## src/rtl/ncu_mcu_upstream_rx.sv

```systemverilog
// NCU receiver for one MCU upstream nibble channel: deserialises nibbles into
// fixed-size packets, buffers them in a small FIFO and drives stall/error flags.
module ncu_mcu_upstream_rx #(
   parameter int PKT_NIBBLES = 32,
   parameter int FIFO_DEPTH  = 2,
   parameter int CNT_W       = 16
) (
   input  logic                     iol2clk,
   input  logic                     rst_l,
   input  logic                     mcu_ncu_vld,
   input  logic [3:0]               mcu_ncu_data,
   output logic                     ncu_mcu_stall,
   output logic                     pkt_vld,
   output logic [4*PKT_NIBBLES-1:0] pkt_data,
   input  logic                     pkt_rdy,
   output logic                     err_proto,
   output logic                     err_ovf,
   output logic [CNT_W-1:0]         pkt_count
);

   localparam int PW    = 4 * PKT_NIBBLES;
   localparam int IDX_W = (PKT_NIBBLES > 1) ? $clog2(PKT_NIBBLES) : 1;
   localparam int PTR_W = (FIFO_DEPTH > 1) ? $clog2(FIFO_DEPTH) : 1;
   localparam int FC_W  = $clog2(FIFO_DEPTH + 1);

   localparam logic [IDX_W-1:0] IDX_LAST = IDX_W'(PKT_NIBBLES - 1);
   localparam logic [PTR_W-1:0] PTR_LAST = PTR_W'(FIFO_DEPTH - 1);
   localparam logic [FC_W-1:0]  FC_FULL  = FC_W'(FIFO_DEPTH);
   localparam logic [FC_W:0]    OCC_FULL = (FC_W + 1)'(FIFO_DEPTH);

   typedef enum logic [1:0] {
      IDLE,
      ASM,
      DROP
   } state_t;

   state_t            state;
   state_t            state_next;
   logic [IDX_W-1:0]  idx;
   logic [PW-5:0]     asm_sr;
   logic [PW-1:0]     wr_data;
   logic [PW-1:0]     mem [FIFO_DEPTH];
   logic [PTR_W-1:0]  wr_ptr;
   logic [PTR_W-1:0]  rd_ptr;
   logic [FC_W-1:0]   fifo_cnt;
   logic [FC_W-1:0]   fifo_cnt_next;
   logic [FC_W:0]     occ_next;
   logic              pop;
   logic              room;
   logic              start;
   logic              ovf_now;
   logic              wr_en;
   logic              proto_now;

   always_ff @(posedge iol2clk or negedge rst_l) begin
      if (!rst_l) begin
         state <= IDLE;
      end else begin
         state <= state_next;
      end
   end

   always_comb begin
      state_next = state;
      case (state)
         IDLE:    if (mcu_ncu_vld) state_next = room ? ASM : DROP;
         ASM:     if (idx == IDX_LAST) state_next = IDLE;
         DROP:    if (idx == IDX_LAST) state_next = IDLE;
         default: state_next = IDLE;
      endcase
   end

   always_comb begin
      pkt_vld   = (fifo_cnt != '0);
      pop       = pkt_vld && pkt_rdy;
      room      = (fifo_cnt < FC_FULL) || pop;
      start     = (state == IDLE) && mcu_ncu_vld && room;
      ovf_now   = (state == IDLE) && mcu_ncu_vld && !room;
      wr_en     = (state == ASM) && (idx == IDX_LAST);
      proto_now = (state != IDLE) && mcu_ncu_vld;
      pkt_data  = mem[rd_ptr];
   end

   // Nibble index doubles as the drop counter while discarding an overflowed packet.
   always_ff @(posedge iol2clk or negedge rst_l) begin
      if (!rst_l) begin
         idx <= '0;
      end else if (state == IDLE) begin
         idx <= mcu_ncu_vld ? IDX_W'(1) : '0;
      end else begin
         idx <= (idx == IDX_LAST) ? '0 : idx + IDX_W'(1);
      end
   end

   // Shift register holds nibbles 0..N-2; the final nibble joins on the write cycle.
   always_ff @(posedge iol2clk or negedge rst_l) begin
      if (!rst_l) begin
         asm_sr <= '0;
      end else if (start || (state == ASM)) begin
         asm_sr <= {mcu_ncu_data, asm_sr[PW-5:4]};
      end
   end

   assign wr_data = {mcu_ncu_data, asm_sr};

   always_comb begin
      fifo_cnt_next = fifo_cnt;
      case ({wr_en, pop})
         2'b10:   fifo_cnt_next = fifo_cnt + FC_W'(1);
         2'b01:   fifo_cnt_next = fifo_cnt - FC_W'(1);
         default: fifo_cnt_next = fifo_cnt;
      endcase
      occ_next = {1'b0, fifo_cnt_next} + (FC_W + 1)'(state_next == ASM);
   end

   always_ff @(posedge iol2clk or negedge rst_l) begin
      if (!rst_l) begin
         for (int unsigned i = 0; i < FIFO_DEPTH; i++) begin
            mem[i] <= '0;
         end
         wr_ptr   <= '0;
         rd_ptr   <= '0;
         fifo_cnt <= '0;
      end else begin
         if (wr_en) begin
            mem[wr_ptr] <= wr_data;
            wr_ptr      <= (wr_ptr == PTR_LAST) ? '0 : wr_ptr + PTR_W'(1);
         end
         if (pop) begin
            rd_ptr <= (rd_ptr == PTR_LAST) ? '0 : rd_ptr + PTR_W'(1);
         end
         fifo_cnt <= fifo_cnt_next;
      end
   end

   always_ff @(posedge iol2clk or negedge rst_l) begin
      if (!rst_l) begin
         ncu_mcu_stall <= 1'b0;
         err_proto     <= 1'b0;
         err_ovf       <= 1'b0;
         pkt_count     <= '0;
      end else begin
         ncu_mcu_stall <= (occ_next >= OCC_FULL);
         err_proto     <= proto_now;
         err_ovf       <= ovf_now;
         if (wr_en && (pkt_count != '1)) begin
            pkt_count <= pkt_count + CNT_W'(1);
         end
      end
   end

endmodule

```

## config.mk

```make
export PLATFORM = sky130hd
export DESIGN_NAME = ncu_mcu_upstream_rx
export DESIGN_NICKNAME = d
export VERILOG_FILES = /design/src/rtl/ncu_mcu_upstream_rx.sv
export SDC_FILE = /design/constraint.sdc
export NUM_CORES = 1
export LEC_CHECK = 0
export ABC_AREA = 1
export BUFFER_PORTS_ARGS = -buffer_cell sky130_fd_sc_hd__buf_2
export CAP_MARGIN = 10
export CORE_MARGIN = 2
export CORE_UTILIZATION = 25
export DETAILED_ROUTE_END_ITERATION = 6
export GPL_TIMING_DRIVEN = 0
export PLACE_DENSITY_LB_ADDON = 0.25
export SETUP_SLACK_MARGIN = 0.5
export SLEW_MARGIN = 5
export SYNTH_ARGS = -nofsm -noshare
export SYNTH_HDL_FRONTEND = slang
export SYNTH_SLANG_ARGS = --single-unit
```

## constraint.sdc

```tcl
create_clock -name iol2clk -period 2.15 [get_ports iol2clk]
set_input_delay 0.43 -clock iol2clk [delete_from_list [all_inputs] [get_ports iol2clk]]
set_output_delay 0.43 -clock iol2clk [all_outputs]
set_load 0.02 [all_outputs]
```

# After elaboration in Yosys (flattened, before gate mapping)
# Cells that the tools add are included.
[totals]
regBits = 410
input_bits = 8
[op_classes]
add_sub_neg = 7
n_lt_le_gt_ge = 5
n_eq_ne = 7
n_mux = 16
bitwise_logic = 2
reduce_logical = 15
[op_table]
columns = ["op", "count"]
rows = [
  ["2-to-1 mux 128 bit", 4],
  ["bitwise mux 256 bit", 1],
  ["demux 128 bit (select 1 bit)", 1],
  ["adder 16 x 1 -> 16 bit, second input constant", 1],
  ["!= test 16 bit, second input constant", 1],
  ["2-to-1 mux 5 bit", 2],
  ["logical AND 1 bit", 8],
  ["case mux 2 bit (2 select lines)", 2],
  ["equality test 2 x 1 -> 1 bit, second input constant", 3],
  ["2-to-1 mux 2 bit", 3],
  ["adder 5 x 1 -> 5 bit, second input constant", 1],
  ["equality test 5 bit, second input constant", 1],
  ["equality test 2 bit, second input constant", 2],
  [">= comparator 2 bit, second input constant", 2],
  ["NOT 1 -> 2 bit", 2],
  ["nonzero test 2 bit", 2],
  ["adder 2 x 1 -> 3 bit", 1],
  [">= comparator 3 x 2 -> 1 bit, second input constant", 1],
  ["2-to-1 mux 1 bit", 3],
  ["adder 1 bit, second input constant", 2],
  ["adder 2 x 1 -> 2 bit, second input constant", 1],
  ["zero test 2 bit", 1],
  ["logical OR 1 bit", 2],
  ["less-than comparator 2 x 1 -> 1 bit, second input constant", 1],
  ["other kinds (4)", 4],
]

# Logic depth before layout (Yosys ltp)
[depth]
depth_word = 9
depth_mapped = 10

# Worst setup path before layout
# Ideal clock, no wire load.
[synth_timing]
kind = "register to register"
start = "reg idx[0]"
end = "reg mem[100] in the netlist's numbering"
arrival_ps = 1710
slack_ps = 310
stages_incl_launch_ff = 10
path_buffers = 2
period_less_slack_ps = 1840
cell_sequence = "dfrtp_1 -> ha_1 -> and3_1 -> ha_1 -> nand2_2 -> inv_1 -> nand2_2 -> buf_2 -> clkbuf_1 -> o21ai_0"
[synth_between]
elab_chain_cells = 2
[synth_lines]
columns = ["element", "line_no", "text"]
rows = [
  ["start: declaration", "39", "logic [IDX_W-1:0] idx;"],
  ["start signal: assignment", "89", "idx <= mcu_ncu_vld ? IDX_W'(1) : '0;"],
  ["start signal: assignment", "91", "idx <= (idx == IDX_LAST) ? '0 : idx + IDX_W'(1);"],
  ["equality test 5 bit", "79", "wr_en = (state == ASM) && (idx == IDX_LAST);"],
  ["logical AND 1 bit", "79", ""],
  ["end signal: indexed assignment", "126", "mem[wr_ptr] <= wr_data;"],
  ["end: declaration", "42", "logic [PW-1:0] mem [FIFO_DEPTH];"],
]
# Every way passes these cells.
# A chain may end at the register's enable or synchronous reset.

# Worst setup path in the final report
[layout_timing]
start = "reg rd_ptr"
end = "out pkt_data[116]"
[layout_between]
elab_chain_cells = 4
[layout_lines]
columns = ["element", "line_no", "text"]
rows = [
  ["start: declaration", "44", "logic [PTR_W-1:0] rd_ptr;"],
  ["start signal: assignment", "130", "rd_ptr <= (rd_ptr == PTR_LAST) ? '0 : rd_ptr + PTR_W'(1);"],
  ["NOT 1 -> 2 bit (implied by the code)", "81", "pkt_data = mem[rd_ptr];"],
  ["2-to-1 mux 128 bit (implied by the code) (3 in a row)", "81", ""],
  ["end: declaration", "14", "output logic [4*PKT_NIBBLES-1:0] pkt_data,"],
]
# Every way passes these cells. The select of a mux whose other input is x is not followed.

==> metrics.yaml <==
placed_design:
  place_area_um2: 19800
  placed_cells: 3079
  hpwl_um: 33400
  pre_cts_ws_ns: -0.669
  gp_congestion: 0.776
  port_buffers: 155
power_and_ir_drop:
  peakVddDrop_v: 0.000642
  p_per_area_nw_per_um2: 1010
  power_leakage_nw: 12.0
routing:
  routed-via-count: 14000
  viasPerCell: 4.33
  drcViolationCount: 0
  wl_per_cell_um: 16.6
  drt_first_pass_iters: 4
  drtIter0Drc: 798
  antenna_left: 0
  routed_wl_um: 53600
critical_path:
  r2r_start: "idx[1]$_DFF_PN0_"
  critPathRequiredTime_ns: 1.72
  path_cells: "clkinv_4 -> clkbuf_16 -> clkbuf_16 -> nand2_1 -> nand2_2 -> buf_6"
  endpoint_kind: "primary output"
  critical_path.slowest_cell: "dfrtp_2"
  worstSetupPathType: "reg2out"
  crit_path_end: "pkt_data[116]"
  cpMostUsedCell: "clkbuf_16"
  worstReg2RegEnd: "mem[9]$_DFFE_PN0P_"
  reg2reg_slack_ns: 0.08
  max_stage_delay_ns: 0.45
  worst_ep_arrival_time_ns: 1.79
  worst-path-max-fanout: 10
  r2r_cells: 12
  critPathLaunch: "rd_ptr$_DFFE_PN0P_"
  crit_path_start_kind: "register"
synth:
  ys.flop_type: "dfrtp_1"
  netlist_area_um2: 17700
  yosys_warnings: 0
  ys_seq_area_frac: 0.581
  synth.net_count: 1997
  synth_edf_count: 0
  synth_cells: 1981
  syn_avg_cell_area_um2: 8.92
  synth-seq-cells: 410
  synth-async-reset-ratio: 1.00
  yosysUniqueCellTypes: 29
die:
  die_w_um: 270
  rows: 97
  io_pins: 156
  fp.coreArea_um2: 70000
  die_y_um: 270
  initial_core_util: 0.252
  die_area_um2: 72800
outcome:
  outcome: "finished, violations left"
  failed_checks: "hold timing, setup timing"
timing:
  setup_viol: 88
  period_share: 1.03
  tns_ns: -1.91
  fmax_mhz: 450
  post-route-min-period_ns: 2.22
  slew_headroom: 0.481
  worstMarginPinSlew_ns: 0.779
  fin_skew_ns: 0.0237
  rsz0062_at_grt: "true"
  hold_violations: 86
  hold_slack_ns: -0.139
  drv_slew: 0
  setup_ws_ns: -0.0704
layout:
  fillers: 7009
  nets: 2271
  stdcell_count: 3232
  drive_above_1_share: 0.359
  ff_latch_area_um2: 10300
  stdcell_area_um2: 25400
  num_antenna_cells: 0
  multi_input_area_um2: 7390
  syn_to_final_growth_pct: 43.9
clock_network:
  clock_sinks: 410
  clk_pin_slew_ns: 0.05
  insertion_delay_ns: 0.59
  cts_tree: "done"
  root_buffer: "clkbuf_16"
  htree_levels: 2
  cts_max_path_buffers: 3
  numCtsBuffers: 47
global_routing:
  grt_max_degree: 118
  overflow: 0
  gr-usage-all-layers: 0.144
  grt_pass1_vias: 14200
  antenna_found_initial: 2
  use_met1: 0.190
  grtUsageMet3: 0.0312
  use_met2: 0.237
  busiest_layer: "met2"
  grt_pass1_wl_um: 83000
hold_path:
  holdCritPathClass: "in2async"
run:
  drv_cap: 0
==> layout make-up <==
cell class | count | area share
clock buffer | 70 | 0.0544
buffer | 114 | 0.0647
sequential | 410 | 0.404
inverter | 158 | 0.0237
multi-input combinational | 1299 | 0.291
clock inverter | 16 | 0.00783
timing repair buffer | 225 | 0.109
tap | 940 | 0.0463
==> what timing repair did <==
item	in CTS	in global routing
endpoints found under the setup margin	539	632
buffers inserted	17	21
gates cloned	16	13
hold endpoints to repair	86	86
pin swaps	22	40
resized for setup	516	437
==> power by group <==
group	switching (mW)	internal, mW
logic	5.11	3.12
clock network	3.33	4.83
registers	0.541	8.67
==> Yosys cell counts, types with 3 or more instances <==
cell type / instances / area [um^2]
nand2_1: 826 / 3100
dfrtp_1: 410 / 10300
o21ai_0: 177 / 886
inv_1: 157 / 589
o21ai_1: 114 / 571
o21ai_2: 102 / 893
clkbuf_1: 32 / 120
buf_2: 31 / 155
buf_6: 25 / 282
nor2_1: 21 / 78.8
nand3_1: 16 / 80.1
buf_8: 12 / 180
xor2_1: 10 / 87.6
clkbuf_2: 8 / 40.0
ha_1: 8 / 100
nand2_2: 6 / 37.5
buf_1: 4 / 15.0
nand2_4: 3 / 33.8
xnor2_1: 3 / 26.3
==> worst min path at each step <==
stage,endpoint,slack (ns),cells after the start
floorplan,asm_sr[0]$_DFFE_PN0P_,0.13,0
global placement,asm_sr[16]$_DFFE_PN0P_,0.46,2
detailed placement,asm_sr[112]$_DFFE_PN0P_,0.46,2
CTS,idx[1]$_DFF_PN0_,-0.12,1
global route,idx[1]$_DFF_PN0_,-0.09,1
finish,idx[1]$_DFF_PN0_,-0.14,1
==> per-layer routing <==
layer  part of all wire  vias to the layer above  wire length [um]
met1               0.44                     6916             23600
met4              0.026                        4              1380
met5            0.00043                        -                23
met3              0.044                       77              2340
li1                   -                     6787                 -
met2               0.49                      213             26300
==> placed cells by master (no fill, tap or decap), types with 3 or more instances in the layout <==
cell type | synthesis | final
buf_12 | 2 | 31
clkbuf_8 | 0 | 20
o21ai_2 | 102 | 162
nand3_1 | 16 | 16
nand2_8 | 0 | 4
buf_16 | 0 | 10
dfrtp_1 | 410 | 409
clkbuf_1 | 32 | 15
inv_1 | 157 | 155
buf_2 | 31 | 34
buf_8 | 12 | 28
ha_1 | 8 | 5
o21ai_1 | 114 | 142
clkbuf_4 | 0 | 4
clkinv_2 | 0 | 8
nor2_1 | 21 | 20
bufinv_16 | 0 | 3
o21ai_0 | 177 | 88
clkbuf_16 | 0 | 74
xnor2_1 | 3 | 3
nand2_1 | 826 | 600
buf_6 | 25 | 165
xor2_1 | 10 | 9
buf_4 | 0 | 27
nand2_2 | 6 | 129
nand2_4 | 3 | 102
==> registers in the layout (all words and copies together), names as in the netlist <==
register / cells
fifo_cnt: 2
asm_sr: 124
wr_ptr: 1
err_proto: 1
idx: 5
state: 2
rd_ptr: 1
pkt_count: 16
ncu_mcu_stall: 1
mem: 256
err_ovf: 1
==> kinds of logic (layout without fill, tap and decap cells) <==
group	Yosys count	after routing	synth area share
AND/OR/NAND/NOR	883	883	0.193
XOR/XNOR	13	13	0.00645
adder cells (fa/ha/maj)	8	8	0.00567
buffers and inverters	272	583	0.0807
AO/OA/AOI/OAI	395	395	0.134
flip-flops	410	410	0.581
==> critical path, delay by kind of cell (launching register included) <==
family                 cells  cell delay [ns]
buffers and inverters      4             0.61
flip-flops                 1             0.45
AND/OR/NAND/NOR            2             0.16
==> per-stage QoR <==
step	utilization	total power [mW]
after detailed placement	0.283	15.9
final	0.363	25.6
after global placement	0.282	15.8
after floorplan	-	13.8
after global routing	0.363	27.1
after CTS	0.337	25.5
Power figures use the tool's default switching activity.
